**src/rtl/pipeline_types.sv**
```systemverilog
// Shared pipeline types: instruction-buffer entry layout and default buffer sizing.
package pipeline_types;

    localparam int unsigned IBUF_DEPTH  = 16;
    localparam int unsigned EXC_CAUSE_W = 7;

    typedef struct packed {
        logic [31:0]            pc;
        logic [31:0]            inst;
        logic                   is_exc;
        logic [EXC_CAUSE_W-1:0] exc_cause;
    } ibuf_entry_t;

    function automatic logic [1:0] popcount2(input logic [1:0] v);
        return {1'b0, v[0]} + {1'b0, v[1]};
    endfunction

endpackage

```
**src/rtl/ibuf_ram.sv**
```systemverilog
// Instruction-buffer storage: two writes to consecutive slots, two combinational reads.
module ibuf_ram
    import pipeline_types::*;
#(
    parameter int unsigned DEPTH = IBUF_DEPTH
) (
    input  logic                       clk,
    input  logic [1:0]                 wr_en,
    input  logic [$clog2(DEPTH)-1:0]   wr_idx,
    input  ibuf_entry_t [1:0]          wr_data,
    input  logic [$clog2(DEPTH)-1:0]   rd_idx,
    output ibuf_entry_t [1:0]          rd_data
);

    localparam int unsigned AW = $clog2(DEPTH);

    ibuf_entry_t mem [DEPTH];
    logic [AW-1:0] wr_idx1;
    logic [AW-1:0] rd_idx1;

    // Second port always addresses the next slot, wrapping modulo DEPTH.
    assign wr_idx1 = wr_idx + AW'(1);
    assign rd_idx1 = rd_idx + AW'(1);

    always_ff @(posedge clk) begin
        if (wr_en[0]) mem[wr_idx]  <= wr_data[0];
        if (wr_en[1]) mem[wr_idx1] <= wr_data[1];
    end

    assign rd_data[0] = mem[rd_idx];
    assign rd_data[1] = mem[rd_idx1];

endmodule

```
**src/rtl/inst_fetch_buffer.sv**
```systemverilog
// Dual-issue fetch-to-decode instruction queue with flush and almost-full backpressure.
// Optional build macro IBUF_PERF_CNT_EN adds saturating full/empty/flush performance counters.
module inst_fetch_buffer
    import pipeline_types::*;
#(
    parameter int unsigned DEPTH       = IBUF_DEPTH,
    parameter int unsigned FULL_MARGIN = 4,
    parameter int unsigned CAUSE_W     = EXC_CAUSE_W
) (
    input  logic                    clk,
    input  logic                    reset,
    input  logic                    flush,
    input  logic                    in_stall,
    input  logic [1:0]              in_valid,
    input  logic [1:0][31:0]        in_pc,
    input  logic [1:0][31:0]        in_inst,
    input  logic [1:0]              in_is_exc,
    input  logic [1:0][CAUSE_W-1:0] in_exc_cause,
    output logic                    buf_full,
    output logic [1:0]              out_valid,
    output logic [1:0][31:0]        out_pc,
    output logic [1:0][31:0]        out_inst,
    output logic [1:0]              out_is_exc,
    output logic [1:0][CAUSE_W-1:0] out_exc_cause,
`ifdef IBUF_PERF_CNT_EN
    output logic [31:0]             perf_full_cycles,
    output logic [31:0]             perf_empty_cycles,
    output logic [31:0]             perf_flush_cnt,
`endif
    input  logic [1:0]              dec_accept
);

    localparam int unsigned AW = $clog2(DEPTH);
    typedef logic [AW:0] ptr_t;
    localparam ptr_t DEPTH_P  = ptr_t'(DEPTH);
    localparam ptr_t MARGIN_P = ptr_t'(FULL_MARGIN);

    ptr_t             rd_ptr, wr_ptr, count, free_cnt;
    logic [1:0]       push_mask, push_req, push_n, pop_n, wr_en, accept_eff;
    logic             ovf_err, ovf_set;
    ibuf_entry_t [1:0] slot, wr_data, rd_data;

    assign count     = wr_ptr - rd_ptr;
    assign free_cnt  = DEPTH_P - count;
    assign buf_full  = free_cnt < MARGIN_P;
    assign out_valid = {(count > ptr_t'(1)) && !flush, (count != '0) && !flush};

    always_comb begin
        for (int unsigned i = 0; i < 2; i++) begin
            slot[i] = '{pc: in_pc[i], inst: in_inst[i], is_exc: in_is_exc[i],
                        exc_cause: EXC_CAUSE_W'(in_exc_cause[i])};
        end
    end

    always_comb begin
        push_mask = in_valid & {2{~in_stall}};
        push_req  = popcount2(push_mask);
        push_n    = push_req;
        ovf_set   = 1'b0;
        // At most two pushes arrive, so when they exceed free space it is 0 or 1.
        if (ptr_t'(push_req) > free_cnt) begin
            push_n  = free_cnt[1:0];
            ovf_set = 1'b1;
        end
        if (flush) begin
            push_n  = '0;
            ovf_set = 1'b0;
        end
        wr_en      = {push_n == 2'd2, push_n != 2'd0};
        wr_data[0] = push_mask[0] ? slot[0] : slot[1];
        wr_data[1] = slot[1];
        accept_eff = (dec_accept == 2'b10) ? '0 : dec_accept;
        pop_n      = popcount2(accept_eff & out_valid);
    end

    always_ff @(posedge clk) begin
        if (reset) begin
            rd_ptr  <= '0;
            wr_ptr  <= '0;
            ovf_err <= 1'b0;
        end else begin
            if (flush) begin
                rd_ptr <= '0;
                wr_ptr <= '0;
            end else begin
                wr_ptr <= wr_ptr + ptr_t'(push_n);
                rd_ptr <= rd_ptr + ptr_t'(pop_n);
            end
            if (ovf_set) ovf_err <= 1'b1;
        end
    end

    ibuf_ram #(.DEPTH(DEPTH)) u_ram (
        .clk     (clk),
        .wr_en   (wr_en),
        .wr_idx  (wr_ptr[AW-1:0]),
        .wr_data (wr_data),
        .rd_idx  (rd_ptr[AW-1:0]),
        .rd_data (rd_data)
    );

    always_comb begin
        for (int unsigned i = 0; i < 2; i++) begin
            out_pc[i]        = rd_data[i].pc;
            out_inst[i]      = rd_data[i].inst;
            out_is_exc[i]    = rd_data[i].is_exc;
            out_exc_cause[i] = CAUSE_W'(rd_data[i].exc_cause);
        end
    end

`ifdef IBUF_PERF_CNT_EN
    always_ff @(posedge clk) begin
        if (reset) begin
            perf_full_cycles  <= '0;
            perf_empty_cycles <= '0;
            perf_flush_cnt    <= '0;
        end else begin
            if (buf_full && perf_full_cycles != '1)      perf_full_cycles  <= perf_full_cycles + 32'd1;
            if (count == '0 && perf_empty_cycles != '1)  perf_empty_cycles <= perf_empty_cycles + 32'd1;
            if (flush && perf_flush_cnt != '1)           perf_flush_cnt    <= perf_flush_cnt + 32'd1;
        end
    end
`endif

    a_dec_accept_legal: assert property (@(posedge clk) disable iff (reset) dec_accept != 2'b10);
    a_ovf_err_sticky:   assert property (@(posedge clk) disable iff (reset) ovf_err |=> ovf_err);

endmodule

```
**config.mk**
```make
export PLATFORM = sky130hd
export DESIGN_NAME = inst_fetch_buffer
export DESIGN_NICKNAME = d
export VERILOG_FILES = /design/src/rtl/pipeline_types.sv /design/src/rtl/ibuf_ram.sv /design/src/rtl/inst_fetch_buffer.sv
export SDC_FILE = /design/constraint.sdc
export NUM_CORES = 2
export LEC_CHECK = 0
export BUFFER_PORTS_ARGS = -buffer_cell sky130_fd_sc_hd__buf_2
export CAP_MARGIN = 20
export CORE_UTILIZATION = 49
export CTS_BUF_LIST = sky130_fd_sc_hd__clkbuf_4 sky130_fd_sc_hd__clkbuf_8 sky130_fd_sc_hd__clkbuf_16
export DETAILED_ROUTE_END_ITERATION = 8
export HOLD_SLACK_MARGIN = 0.15
export PLACE_DENSITY_LB_ADDON = 0.15
export REMOVE_ABC_BUFFERS = 1
export SYNTH_ARGS = -nofsm -noshare
export SYNTH_HDL_FRONTEND = slang
export SYNTH_SLANG_ARGS = --single-unit
```
**constraint.sdc**
```tcl
create_clock -name clk -period 23.2 [get_ports clk]
set_input_delay 4.64 -clock clk [delete_from_list [all_inputs] [get_ports clk]]
set_output_delay 4.64 -clock clk [all_outputs]
set_load 0.02 [all_outputs]
```
=== Word-level counts from Yosys, hierarchy flattened ===
Memory sizes are Yosys's and may differ from the RTL's. A register that Yosys moved wholly into a read port is not among the register bits.
Index checks and enable logic that the tools add are counted.

* Memories kept: 1
* Bits in registers: 10
* Logic and storage cells: 34
* Bits in writable memories: 1152

{| class="wikitable"
|+ Memory list
! memory !! words !! width !! rd ports !! clocked after memory_dff !! wr ports !! line !! text
|-
| u_ram.mem || 16 || 72 || 2 || 1 || 2 || ibuf_ram.sv:17 || <nowiki>ibuf_entry_t mem [DEPTH];</nowiki>
|}

* Bitwise gates (word level): 3
* Muxes and demuxes: 9
* Add/sub/neg operators: 8
* Reductions and logical operators: 6
* Equality and inequality tests: 2
* Magnitude comparators: 3

{| class="wikitable"
|+ Operators with widths
! cell !! number
|-
| 72-bit 2-to-1 mux || 1
|-
| 5-bit by 2-bit adder with 5-bit output || 2
|-
| 4-bit by 1-bit adder with 4-bit output, second input constant || 2
|-
| 2-bit 2-to-1 mux || 3
|-
| 2-bit by 5-bit > comparator with 1-bit output || 1
|-
| 5-bit by 1-bit > comparator with 1-bit output, second input constant || 1
|-
| 5-bit by 3-bit < comparator with 1-bit output, second input constant || 1
|-
| 5-bit nonzero test || 1
|-
| 5-bit subtractor || 1
|-
| 5-bit subtractor, first input constant || 1
|-
| 1-bit by 1-bit adder with 2-bit output || 2
|-
| 2-bit AND || 2
|-
| 2-bit equality test, second input constant || 2
|-
| 1-bit 2-to-1 mux || 4
|-
| 4-bit 2-to-1 mux || 1
|-
| 1-bit logical AND || 2
|-
| 2-bit nonzero test || 1
|-
| 2-bit OR reduction || 1
|-
| 1-bit logical NOT || 1
|-
| 1-bit inverter || 1
|}

=== Logic depth before layout (Yosys ltp) ===
* Depth in word-level cells: 9
* Gate-level depth with buffers: 24

=== Cells and area by module ===
From an unflattened synthesis, not the netlist that was laid out.

* Cell total of the unflattened synthesis: 4110
* Area, all modules: 67786.3 um2

{| class="wikitable"
|+ Modules (own cells, without submodules)
! module !! area each (um2) !! instances !! cells an instance !! sequential area each (um2)
|-
| ibuf_ram || 65998.3 || 1 || 3926 || 34593.2
|-
| inst_fetch_buffer || 1788.0 || 1 || 184 || 200.2
|}

=== Worst setup path before layout ===
Ideal clock, no wire load.

* Kind: input to register
* From: in in_valid[0]
* To: mem u_ram.mem[0][0] (netlist bit) (enable)
* Data arrival time: 14.039 ns
* Setup time: 0.698 ns
* Path slack: 8.463 ns
* Cell stages on the path: 12
* Buffers on the path: 3
* Cell sequence: nor2b_1 -> clkbuf_1 -> clkbuf_1 -> ha_1 -> inv_1 -> ha_1 -> a2bb2oi_1 -> nand2b_1 -> buf_2 -> o21ai_0 -> o31ai_1 -> o41ai_1

{| class="wikitable"
|+ RTL lines
! element !! line !! text
|-
| start, declared || inst_fetch_buffer.sv:14 || <nowiki>input logic [1:0] in_valid,</nowiki>
|-
| end, declared || ibuf_ram.sv:17 ||
|}

==> out/metrics.yaml <==
async_reset_ff_frac: 0
synth-warning-count: 0
number_of_antenna_violations_at_the_first_check_in_global_routing: 21
drc: 0
cts_max_level: 4
tightestPinTransition_ps: 1218
max_freq_ghz: 0.09886
max_slew_margin: 0.1878
cts.sink_count: 1162
synthesis.instances: 3728
r2r-end: "u_ram.mem[1][23]$_DFFE_PP_"
postRouteAntennaNets: 0
grt_first_pass_wirelength_mm: 302.0
core_area_sq_mm: 0.1375
clkLatencyLatePin_ps: 790
dr_wl_met2_mm: 98.56
final.setup_skew_ps: 30.23
finalCritPeriodShare: 0.4360
ir_drop_uv: 76.57
stdcell_count: 5741
synth.yosys.seq_area_share: 0.5129
cts-hold-fix-buffers: 0
synth.cell_area_sq_mm: 0.06784
port_buffers: 298
multi_input_comb_area_sq_mm: 0.03156
dr_wl_cell_um: 36.90
worst_setup_path_start_kind: "flip-flop"
routed_wirelength_mm: 211.8
finalMaxSlewViolations: 0
final_core_utilization: 0.5486
global_route.usage.total: 0.3032
dieArea_sq_mm: 0.1399
finalSetupViolCount: 0
overflow: 0
share_of_post_route_cells_with_drive_strength_above_1: 0.5369
final_worst_hold_slack_ps: 542.5
cts_inserted_buffers: 136
postSynthAreaPerCell_sq_um: 18.20
area_added_between_synthesis_and_finish_pct: 11.18
min_to: "rd_ptr[4]$_SDFF_PP0_"
regToRegSetupSlack_ps: 16770
required_ps: 18560
std_cell_rows: 136
finalCriticalPeriod_ps: 10120
timing.rr.start: "rd_ptr[2]$_SDFF_PP0_"
synth-seq-cells: 1162
final.fill_count: 10850
outcome: "finished, final reports clean"
clock-root-buffer: "sky130_fd_sc_hd__clkbuf_16"
ff_latch_area_sq_mm: 0.03480
grt_pass1_vias: 40772
die_w_um: 374.1
hp-class: "flip-flop to flip-flop"
synth.distinct_cells: 38
wl_met1_mm: 88.21
detailed_place_hpwl_mm: 114.8
top_layer: "met5"
cts.repair.resized: 0
ios: 299
critPathCaptureType: "output port"
post_cts.repair.setup_buffers: 0
routabilityCongestion: 0.7759
finish.net_count: 4008
max_cap_violations: 0
clk_pin_slew_ps: 50
vias: 40069
initial_core_util: 0.4934
ctsLongestPathBuffers: 3
fp.dieH_um: 374.1
power.static_leakage_nw: 23.92
first_iter_violations: 4911
rsz_0062_raised_after_global_routing: "no"
finalHoldViolCount: 0
ff2ff_path_depth: 16
worst-endpoint-arrival_ps: 5480
tritoncts: "built"
synth_enable_flop_cells: 1152
timing_worst_setup_path_type: "flip-flop to output port"
power_density_mw_per_mm2: 66.59
dp_cells: 5493
hp-start: "rd_ptr[4]$_SDFF_PP0_"
grt_start_max_net_pins: 120
timing.hold.worst_path_depth: 2
drtPass1Iterations: 5
dr_wl_met3_mm: 19.65
path_max_fanout: 94
via_per_inst: 6.979
synth_flop_cell: "sky130_fd_sc_hd__edfxtp_1"
per-layer routing:
metal	GRT usage	vias to the layer above
met3	0.06808	347
met1	0.4369	21724
met5	0	-
li1	-	15949
met4	0.08122	18
met2	0.4655	2031
cell families after synthesis:
family,share of synthesized area
xor gates and xnor gates,0.001881
muxes,0.4453
adders and majority gates,0.003467
DFF,0.5129
buffers and inverters,0.02683
AOI/OAI and AO/OA,0.002103
and+or+nand+nor,0.007580
worst max-delay path by stage:
stage	slack, ps	startpoint	end	cells past startpoint
after detailed placement	13220	in_valid[1]	u_ram.mem[15][71]$_DFFE_PP_	13
after floorplan	-11110	rd_ptr[0]$_SDFF_PP0_	out_exc_cause[10]	3
after global routing	12680	rd_ptr[0]$_SDFF_PP0_	out_pc[48]	6
after CTS	12860	rd_ptr[0]$_SDFF_PP0_	out_pc[48]	6
after global placement	13260	in_valid[1]	u_ram.mem[15][71]$_DFFE_PP_	13
final	13080	rd_ptr[0]$_SDFF_PP0_	out_pc[48]	6
through the flow:
stage / area [sq um] / TNS (ps) / power, mW / setup WS [ps]
floorplan: 66060 / -8688880 / 2.884 / -11110
global placement: 70970 / 0 / 2.930 / 13260
detailed placement: 71010 / 0 / 2.937 / 13220
CTS: 75370 / 0 / 5.057 / 12860
global route: 75420 / 0 / 5.162 / 12680
finish: 75430 / 0 / 5.022 / 13080
registers in the layout, summed over array words and instances, names as in the netlist:
signal,count
wr_ptr,5
u_ram.mem,1152
rd_ptr,5
worst max-delay path, stage by stage (launching register included):
cell,delay (ps)
sky130_fd_sc_hd__dfxtp_4,700
sky130_fd_sc_hd__ha_4,920
sky130_fd_sc_hd__buf_12,720
sky130_fd_sc_hd__buf_4,800
sky130_fd_sc_hd__mux4_2,590
sky130_fd_sc_hd__mux4_2,600
sky130_fd_sc_hd__buf_2,230
cells in the final DEF (no fill, tap or decap), types with 5 or more instances in the layout:
cell type	count
sky130_fd_sc_hd__nand2_1	14
sky130_fd_sc_hd__nor2_1	50
sky130_fd_sc_hd__clkbuf_16	144
sky130_fd_sc_hd__mux2_2	736
sky130_fd_sc_hd__clkbuf_4	22
sky130_fd_sc_hd__mux4_2	720
sky130_fd_sc_hd__dfxtp_1	7
sky130_fd_sc_hd__edfxtp_1	1152
sky130_fd_sc_hd__mux2i_4	16
sky130_fd_sc_hd__clkinv_2	22
sky130_fd_sc_hd__mux2_1	490
sky130_fd_sc_hd__ha_1	13
sky130_fd_sc_hd__buf_2	298
sky130_fd_sc_hd__inv_1	10
sky130_fd_sc_hd__nor2b_4	5
sky130_fd_sc_hd__nor2b_1	5
sky130_fd_sc_hd__xnor2_1	6
sky130_fd_sc_hd__nand2b_1	5
sky130_fd_sc_hd__nand3_1	6
sky130_fd_sc_hd__a21oi_1	5
sky130_fd_sc_hd__bufinv_16	8
sky130_fd_sc_hd__inv_6	5
sky130_fd_sc_hd__buf_4	103
sky130_fd_sc_hd__diode_2	6
sky130_fd_sc_hd__clkinv_1	33
cell type report:
| type | count | share of cell area |
|---|---|---|
| flip-flops and latches | 1162 | 0.4614 |
| multi-input cells | 2121 | 0.4185 |
| clock buffers | 166 | 0.04996 |
| repair buffers | 407 | 0.03175 |
| well taps | 1794 | 0.02976 |
| clock inverters | 74 | 0.007780 |
| inverters | 11 | 0.0006469 |
| diodes | 6 | 0.0001991 |
where the power goes:
| part | switching (mW) | leakage, nW | internal (mW) |
|---|---|---|---|
| Sequential | 0.00981 | 10.5 | 2.35 |
| Combinational | 0.282 | 11.3 | 0.256 |
| Clock | 0.887 | 2.17 | 1.24 |
| Total | 1.18 | 23.9 | 3.84 |
Yosys cell counts (2+ instances only):
cell / count / area share
sky130_fd_sc_hd__a21o_1: 2 / 0.00022
sky130_fd_sc_hd__a21oi_1: 5 / 0.00037
sky130_fd_sc_hd__a2bb2oi_1: 2 / 0.00026
sky130_fd_sc_hd__and2_1: 4 / 0.00037
sky130_fd_sc_hd__buf_1: 63 / 0.0035
sky130_fd_sc_hd__buf_2: 114 / 0.0084
sky130_fd_sc_hd__clkbuf_1: 256 / 0.014
sky130_fd_sc_hd__dfxtp_1: 10 / 0.0030
sky130_fd_sc_hd__edfxtp_1: 1152 / 0.51
sky130_fd_sc_hd__fa_1: 3 / 0.00089
sky130_fd_sc_hd__ha_1: 14 / 0.0026
sky130_fd_sc_hd__inv_1: 11 / 0.00061
sky130_fd_sc_hd__mux2_1: 490 / 0.081
sky130_fd_sc_hd__mux2_2: 736 / 0.12
sky130_fd_sc_hd__mux2i_1: 9 / 0.0013
sky130_fd_sc_hd__mux2i_2: 7 / 0.0014
sky130_fd_sc_hd__mux4_2: 720 / 0.24
sky130_fd_sc_hd__nand2_1: 14 / 0.00077
sky130_fd_sc_hd__nand2b_1: 5 / 0.00046
sky130_fd_sc_hd__nand3_1: 6 / 0.00044
sky130_fd_sc_hd__nor2_1: 51 / 0.0028
sky130_fd_sc_hd__nor2b_1: 10 / 0.00092
sky130_fd_sc_hd__nor3_1: 5 / 0.00037
sky130_fd_sc_hd__nor4_1: 4 / 0.00037
sky130_fd_sc_hd__o21ai_0: 4 / 0.00030
sky130_fd_sc_hd__o31ai_1: 4 / 0.00044
sky130_fd_sc_hd__or2_2: 4 / 0.00037
sky130_fd_sc_hd__or3_1: 3 / 0.00028
sky130_fd_sc_hd__xnor2_1: 8 / 0.0010
sky130_fd_sc_hd__xor2_1: 4 / 0.00052
No activity file was read; power rests on OpenSTA's default activity.
